<file path="config.mk">
export PLATFORM = sky130hd
export DESIGN_NAME = reset_sequencer
export DESIGN_NICKNAME = d
export VERILOG_FILES = /design/src/rtl/reset_sequencer_pkg.sv /design/src/rtl/sync_debounce.sv /design/src/rtl/reset_sequencer.sv
export SDC_FILE = /design/constraint.sdc
export NUM_CORES = 1
export LEC_CHECK = 0
export BUFFER_PORTS_ARGS = -buffer_cell sky130_fd_sc_hd__buf_4
export CAP_MARGIN = 15
export CORE_ASPECT_RATIO = 2
export CORE_MARGIN = 4
export CORE_UTILIZATION = 40
export CTS_BUF_LIST = sky130_fd_sc_hd__clkbuf_4 sky130_fd_sc_hd__clkbuf_8 sky130_fd_sc_hd__clkbuf_16
export DETAILED_ROUTE_END_ITERATION = 7
export PLACE_DENSITY_LB_ADDON = 0.12
export SLEW_MARGIN = 15
export SYNTH_ARGS = -nofsm -noshare
export SYNTH_HDL_FRONTEND = slang
export SYNTH_SLANG_ARGS = --single-unit
</file>
<file path="constraint.sdc">
create_clock -name io_mainClk -period 4.91 [get_ports io_mainClk]
set_input_delay 0.491 -clock io_mainClk [delete_from_list [all_inputs] [get_ports io_mainClk]]
set_output_delay 0.491 -clock io_mainClk [all_outputs]
set_load 0.01 [all_outputs]
</file>
<file path="src/rtl/reset_sequencer_pkg.sv">
// Shared definitions for the reset sequencer: FSM state encoding,
// reset-cause codes and a counter-width helper.
package reset_sequencer_pkg;

    typedef enum logic [1:0] {
        ST_WAIT_LOCK = 2'd0,
        ST_HOLD      = 2'd1,
        ST_RUN       = 2'd2,
        ST_ARMED     = 2'd3
    } state_t;

    localparam logic [1:0] CAUSE_POR    = 2'b00;
    localparam logic [1:0] CAUSE_BUTTON = 2'b01;
    localparam logic [1:0] CAUSE_PLL    = 2'b10;

    // Width needed to count 0..n-1, never less than one bit.
    function automatic int cnt_width(input int n);
        if ($clog2(n) < 1) return 1;
        return $clog2(n);
    endfunction

endpackage

</file>
<file path="src/rtl/sync_debounce.sv">
// Synchronizer followed by a debounce counter. The accepted level only
// moves after the synced input has disagreed with it for DEBOUNCE_CYCLES
// consecutive cycles. o_rise / o_fall pulse combinationally in the cycle
// whose edge commits the new level, so a consumer can act on that edge.
module sync_debounce
    import reset_sequencer_pkg::*;
#(
    parameter int SYNC_STAGES     = 2,
    parameter int DEBOUNCE_CYCLES = 65536
) (
    input  logic clk,
    input  logic rst,
    input  logic i_async,
    output logic o_level,
    output logic o_rise,
    output logic o_fall
);

    localparam int CW = cnt_width(DEBOUNCE_CYCLES);
    localparam logic [CW-1:0] CNT_LAST = CW'(DEBOUNCE_CYCLES - 1);

    logic [SYNC_STAGES-1:0] r_sync;
    logic                   r_level;
    logic [CW-1:0]          r_cnt;
    logic                   w_synced;
    logic                   w_differ;
    logic                   w_accept;

    assign w_synced = r_sync[SYNC_STAGES-1];
    assign w_differ = (w_synced != r_level);
    assign w_accept = w_differ && (r_cnt == CNT_LAST);

    assign o_level = r_level;
    assign o_rise  = w_accept && w_synced;
    assign o_fall  = w_accept && !w_synced;

    // Synchronizer shift chain plus persistence counter for the level.
    always_ff @(posedge clk) begin
        if (rst) begin
            r_sync  <= '0;
            r_level <= 1'b0;
            r_cnt   <= '0;
        end else begin
            r_sync <= {r_sync[SYNC_STAGES-2:0], i_async};
            if (w_accept) begin
                r_level <= w_synced;
                r_cnt   <= '0;
            end else if (w_differ) begin
                r_cnt <= r_cnt + CW'(1);
            end else begin
                r_cnt <= '0;
            end
        end
    end

endmodule

</file>
<file path="src/rtl/reset_sequencer.sv">
// System reset generator. Waits for a stable PLL lock, holds reset for a
// minimum width, then runs. A debounced button press+release re-enters
// HOLD; loss of lock at any point after WAIT_LOCK restarts from WAIT_LOCK.
// sys_reset is registered from the next state so it moves on the same
// edge as the state register.
module reset_sequencer
    import reset_sequencer_pkg::*;
#(
    parameter int SYNC_STAGES        = 2,
    parameter int LOCK_STABLE_CYCLES = 256,
    parameter int HOLD_CYCLES        = 64,
    parameter int DEBOUNCE_CYCLES    = 65536
) (
    input  logic       io_mainClk,
    input  logic       reset,
    input  logic       pll_locked,
    input  logic       greset_in,
    output logic       sys_reset,
    output logic [1:0] reset_cause,
    output logic [7:0] reset_count,
    output logic       button_level
);

    localparam int LW = cnt_width(LOCK_STABLE_CYCLES);
    localparam int HW = cnt_width(HOLD_CYCLES);
    localparam logic [LW-1:0] LOCK_LAST = LW'(LOCK_STABLE_CYCLES - 1);
    localparam logic [HW-1:0] HOLD_LAST = HW'(HOLD_CYCLES - 1);

    logic [SYNC_STAGES-1:0] r_lock_sync;
    state_t                 r_state;
    logic [LW-1:0]          r_lock_cnt;
    logic [HW-1:0]          r_hold_cnt;
    logic                   r_sys_reset;
    logic [1:0]             r_cause;
    logic [7:0]             r_count;

    state_t                 w_next_state;
    logic                   w_lock;
    logic                   w_pll_loss;
    logic                   w_btn_reset;
    logic                   w_btn_level;
    logic                   w_btn_rise;
    logic                   w_btn_fall;

    assign w_lock = r_lock_sync[SYNC_STAGES-1];

    sync_debounce #(
        .SYNC_STAGES    (SYNC_STAGES),
        .DEBOUNCE_CYCLES(DEBOUNCE_CYCLES)
    ) u_btn (
        .clk    (io_mainClk),
        .rst    (reset),
        .i_async(greset_in),
        .o_level(w_btn_level),
        .o_rise (w_btn_rise),
        .o_fall (w_btn_fall)
    );

    // PLL lock flag synchronizer; no debounce, any synced low is a loss.
    always_ff @(posedge io_mainClk) begin
        if (reset) begin
            r_lock_sync <= '0;
        end else begin
            r_lock_sync <= {r_lock_sync[SYNC_STAGES-2:0], pll_locked};
        end
    end

    // Next-state logic; lock loss is checked before any button event.
    always_comb begin
        w_next_state = r_state;
        w_pll_loss   = 1'b0;
        w_btn_reset  = 1'b0;
        case (r_state)
            ST_WAIT_LOCK: begin
                if (w_lock && (r_lock_cnt == LOCK_LAST)) w_next_state = ST_HOLD;
            end
            ST_HOLD: begin
                if (!w_lock) begin
                    w_next_state = ST_WAIT_LOCK;
                    w_pll_loss   = 1'b1;
                end else if (r_hold_cnt == HOLD_LAST) begin
                    w_next_state = ST_RUN;
                end
            end
            ST_RUN: begin
                if (!w_lock) begin
                    w_next_state = ST_WAIT_LOCK;
                    w_pll_loss   = 1'b1;
                end else if (w_btn_rise) begin
                    w_next_state = ST_ARMED;
                end
            end
            ST_ARMED: begin
                if (!w_lock) begin
                    w_next_state = ST_WAIT_LOCK;
                    w_pll_loss   = 1'b1;
                end else if (w_btn_fall) begin
                    w_next_state = ST_HOLD;
                    w_btn_reset  = 1'b1;
                end
            end
            default: w_next_state = ST_WAIT_LOCK;
        endcase
    end

    // State register.
    always_ff @(posedge io_mainClk) begin
        if (reset) begin
            r_state <= ST_WAIT_LOCK;
        end else begin
            r_state <= w_next_state;
        end
    end

    // Dwell counters: each counts only while staying in its own state, so
    // it is zero on every entry.
    always_ff @(posedge io_mainClk) begin
        if (reset) begin
            r_lock_cnt <= '0;
            r_hold_cnt <= '0;
        end else begin
            if ((r_state == ST_WAIT_LOCK) && (w_next_state == ST_WAIT_LOCK) && w_lock)
                r_lock_cnt <= r_lock_cnt + LW'(1);
            else
                r_lock_cnt <= '0;
            if ((r_state == ST_HOLD) && (w_next_state == ST_HOLD))
                r_hold_cnt <= r_hold_cnt + HW'(1);
            else
                r_hold_cnt <= '0;
        end
    end

    // Output registers: reset line, last cause and saturating button count.
    always_ff @(posedge io_mainClk) begin
        if (reset) begin
            r_sys_reset <= 1'b1;
            r_cause     <= CAUSE_POR;
            r_count     <= 8'd0;
        end else begin
            r_sys_reset <= !((w_next_state == ST_RUN) || (w_next_state == ST_ARMED));
            if (w_pll_loss) begin
                r_cause <= CAUSE_PLL;
            end else if (w_btn_reset) begin
                r_cause <= CAUSE_BUTTON;
                if (r_count != 8'hFF) r_count <= r_count + 8'd1;
            end
        end
    end

    assign sys_reset    = r_sys_reset;
    assign reset_cause  = r_cause;
    assign reset_count  = r_count;
    assign button_level = w_btn_level;

endmodule

</file>
# Yosys cells after proc, flatten, opt, wreduce, memory -nomap -nowiden
# Index checks and enable logic that the tools add are counted.
[word_totals]
reg_bits = 48
output_inout_bits = 12
word_cells = 64
inputBits = 4
[classes]
n_addsub = 4
n_reduce_logical = 19
bitwise_logic = 4
n_mux = 15
eq_ne = 11
[op_table]
columns = ["cell", "n"]
rows = [
  ["$mux W2", 9],
  ["$add A16 B1 Y16 const B", 1],
  ["$add A8 B1 Y8 const B", 2],
  ["$eq A16 B16 Y1 const B", 1],
  ["$eq A2 B2 Y1 const B", 4],
  ["$eq A8 B8 Y1 const B", 1],
  ["$ne A8 B8 Y1 const B", 1],
  ["$pmux W2 S4", 1],
  ["$logic_and A1 B1 Y1", 7],
  ["$add A6 B1 Y6 const B", 1],
  ["$eq A6 B6 Y1 const B", 1],
  ["$reduce_or A2 Y1", 3],
  ["$reduce_or A3 Y1", 2],
  ["$mux W1", 5],
  ["$eq A2 B1 Y1 const B", 2],
  ["$logic_not A2 Y1", 2],
  ["$not A1 Y1", 4],
  ["$reduce_and A3 Y1", 1],
  ["$logic_not A1 Y1", 2],
  ["$reduce_bool A2 Y1", 1],
  ["$logic_or A1 B1 Y1", 1],
  ["$ne A1 B1 Y1", 1],
]

# Logic depth before layout (Yosys ltp)
[logic_depth]
depth_word = 11
depth_mapped = 8
ltp_nobuf = 6

# By module
# A second synthesis with hierarchy kept.
[unflattened]
hier_cells = 216
area_unflattened_um2 = 2029.4
[modules_own_cells]
columns = ["mod", "instances", "cells_each", "area_per_inst_um2", "seq_area_each_um2"]
rows = [
  ["reset_sequencer", 1, 127, 1169.9, 580.6],
  ["sync_debounce", 1, 89, 859.6, 380.4],
]

# Worst setup path after synthesis
# Ideal clock, no wire load.
[synth_path]
kind = "register to register"
start = "register u_btn.r_cnt[0]"
end = "register u_btn.r_cnt[8]"
path_buffers = 2
path_slack_ps = 2953
arrival_time_ps = 1842
stages_incl_launch_ff = 9
setup_ps = 115
required_ps = 4795
synth_period_minus_slack_ps = 1957
cell_sequence = "dfxtp_1 > ha_1 > nand2_1 > nor4_4 > and3_2 > or3_1 > clkbuf_2 > buf_4 > nor2_1"
[synth_via]
elab_chain_len = 3
word_cells_on_any_way = 4
classes_between = "add/sub: 1; eq/ne: 1; reduce/logical: 2"
[synth_rtl]
columns = ["element", "line_no", "text"]
rows = [
  ["from (decl)", "sync_debounce.sv:24", "logic [CW-1:0] r_cnt;"],
  ["from (signal assigned)", "sync_debounce.sv:49", "r_cnt <= r_cnt + CW'(1);"],
  ["branches (longest 3 deep; another with $add A16 B1 Y16)", "-", ""],
]
# Several ways; the timed one is not identified.
# A chain may end at the register's enable or synchronous reset.

# Final worst setup path
[layout_path]
start = "register u_btn.r_cnt[0]"
end = "register u_btn.r_cnt[2]"
# The elaborated chain is that of the path after synthesis.

==> qor.txt <==
status: finished, final reports clean
n_diodes: 0
Rows: 35
vias in the first global route: 1473
Slew headroom: 64.68%
fin area: 2223 um^2
DP HPWL: 2642 um
Worst Hold Launch: pll_locked
die area: 6150 um^2
Final #Nets: 240
Sequential Power Share: 57.7%
largest area contributor in the netlist: dfxtp_1
R2R Path End: u_btn.r_cnt[2]$_SDFF_PP0_
final wirelength: 3514 um
final hold violation count: 0
Setup Skew: 0.006116 ns
Comb power frac: 1.2%
EDFF count, synth: 0
maxcap violations: 0
DR WL/cell: 12.20 um
HP Class: in -> reg
Leak: 0.7841 nW
most common cell after layout, fill and taps aside: dfxtp_1
clock buffer depth: 2
Reg2Reg Setup Slack: 2.64 ns
Post-Syn Nets: 224
Crit Reg-Reg Startpoint: u_btn.r_cnt[0]$_SDFF_PP0_
Worst EP arrival: 2.44 ns
Max VDD drop: 0.0002603 V
Psw: 0.1355 mW
Register Area: 960.9 um^2
drt first pass iters: 4
Sink Count: 48
CTS tree: built
number of port buffers: 15
worst slew pin tran: 0.5298 ns
routed vias: 1442
Core Util, Final: 47.45%
Hold EP: r_lock_sync[0]$_SDFF_PP0_
Final min period: 2.266 ns
crit end category: register
via/cell ratio: 5.007
critical path type: reg -> reg
Avg Cell Area, Syn: 9.071 um^2
Worst EP required: 5.08 ns
Initial DRC Count: 39
clock power share: 41.2%
clock-pin transition on the worst setup and hold timing paths: 0.08 ns
R2R depth: 6
first-pass GRT wire length: 6506 um
Die X-Extent: 57.49 um
post-CTS resize count: 0
Tcrit/Tclk final: 46.16%
Max H-tree Level: 2
CP Launch Type: register
largest net degree at the start of global routing: 18
total CTS buffers: 5
clk root buf: clkbuf_8
core area: 4686 um^2
Final setup viols: 0
Final ANT Viol Nets: 0
Cell variety after synth: 36
die height: 107.0 um
I/O pin total: 16
internal power: 0.5448 mW
Clock Latency Late Sink: 0.30 ns
area share of the largest cell type after synthesis: 49.04%
number of post-CTS setup repair buffers: 0
RD Place Congestion: 0.7295
Max Clk Rate: 0.4412 GHz
Post-Syn Instances: 216
Pwr Total: 0.6803 mW
commonest non-fill, non-tap cells in the layout: 48 x dfxtp_1, 44 x nor2_1, 18 x nand3_1, 17 x xor2_1, 15 x buf_4
Residual DRC: 0
sw frac: 19.91%
Max FO, Critical Path: 16
Netlist Area Pre-Place: 1959 um^2
placed cell area: 2112 um^2
Hold-fix buffers, CTS: 0
pwr/cell area: 306.0 nW/um^2
synthesis-stage register bit count: 48
initial antenna violation count: 0
top flip-flop cell by instance count after synthesis: dfxtp_1
area grow syn2layout: 13.47%
setup_tns: 0 ns
global route overflow: 0
Final Max Slew Viols: 0
synth top area cells: dfxtp_1 49%, nor2_1 8.4%, xor2_1 7.6%, nand3_1 4.6%, xnor2_1 4.5%
final std cells w/o fill: 288
layout cells sized above 1: 12.45%
dpl cells: 280
Ys Warns: 0
Post-synth ARST share: 0%
Initial Util: 41.82%
unrepaired setup endpoints after global routing: no
Multi-input gate area: 950.9 um^2
GRT Util Overall: 13.36%
Layout fillers: 455
worst setup path start: u_btn.r_cnt[0]$_SDFF_PP0_
sequential area share after synthesis: 49.04%
Hold Path Depth: 2
power by group through the flow:
stage	sequential, mW	clock [mW]	combinational, mW
2_1_floorplan	0.401	0	0.00502
5_1_grt	0.393	0.313	0.00910
4_1_cts	0.392	0.290	0.00829
3_3_place_gp	0.401	0	0.00842
6_report	0.392	0.280	0.00804
3_5_place_dp	0.402	0	0.00824
how the worst max path moves through the flow:
| stage | endpoint | slack, ns |
|---|---|---|
| 6_report | u_btn.r_cnt[2]$_SDFF_PP0_ | 2.64 |
| 5_1_grt | u_btn.r_cnt[5]$_SDFF_PP0_ | 2.38 |
| 4_1_cts | u_btn.r_cnt[14]$_SDFF_PP0_ | 2.58 |
| 3_5_place_dp | u_btn.r_cnt[4]$_SDFF_PP0_ | 2.59 |
| 3_3_place_gp | u_btn.r_cnt[7]$_SDFF_PP0_ | 2.65 |
| 2_1_floorplan | u_btn.r_cnt[8]$_SDFF_PP0_ | 2.95 |
critical path, stage by stage (launching register included):
cell and delay (ns):
dfxtp_1 0.39, ha_1 0.24, nand2_1 0.13, nor4_4 0.49, and3_2 0.32, or3_1 0.46
nor2_1 0.10
per-stage QoR:
step	setup WS (ns)	hold WS [ns]
floorplan	2.953	0.4138
global placement	2.653	0.4233
detailed placement	2.589	0.4274
CTS	2.584	0.3946
global route	2.382	0.3959
finish	2.644	0.3995
cell families after synthesis:
group / synth area share (%)
xor+xnor: 12.07
buf+inv: 2.426
compound gates: 4.534
mux: 1.022
simple gates: 28.35
flops: 49.04
fa+ha+maj: 2.554
synthesized netlist by cell type (2+ instances only):
library cell and count:
dfxtp_1 48, nor2_1 44, nand3_1 18, xor2_1 17
nand2_1 12, xnor2_1 10, a21oi_1 6, inv_1 5
or3_1 5, and3_1 4, ha_1 4, nand4_1 4
nor2b_1 4, nor3_1 4, o21ai_0 4, clkbuf_1 3
a31oi_1 2, mux2i_1 2, nor4_1 2, or4_1 2
metal layers:
layer / wire (um) / GRT usage, %
met1: 1409 / 14.53
met2: 1929 / 23.87
met3: 91 / 2.892
met4: 82 / 5.970
met5: 0 / 0
state kept, by name, summed over array words and instances, names as in the netlist, 2 cells and up:
signal	flops
u_btn.r_cnt	16
u_btn.r_sync	2
r_hold_cnt	6
reset_count	8
r_state	2
r_lock_cnt	8
reset_cause	2
r_lock_sync	2
cell type report:
type	count	share of cell area, %
Timing Repair Buffer	15	5.065
Tap cell	55	3.095
Clock inverter	3	1.913
Inverter	5	0.8441
Sequential cell	48	43.22
Clock buffer	5	3.095
Multi-Input combinational cell	157	42.77
(Power assumes the default switching activity.)
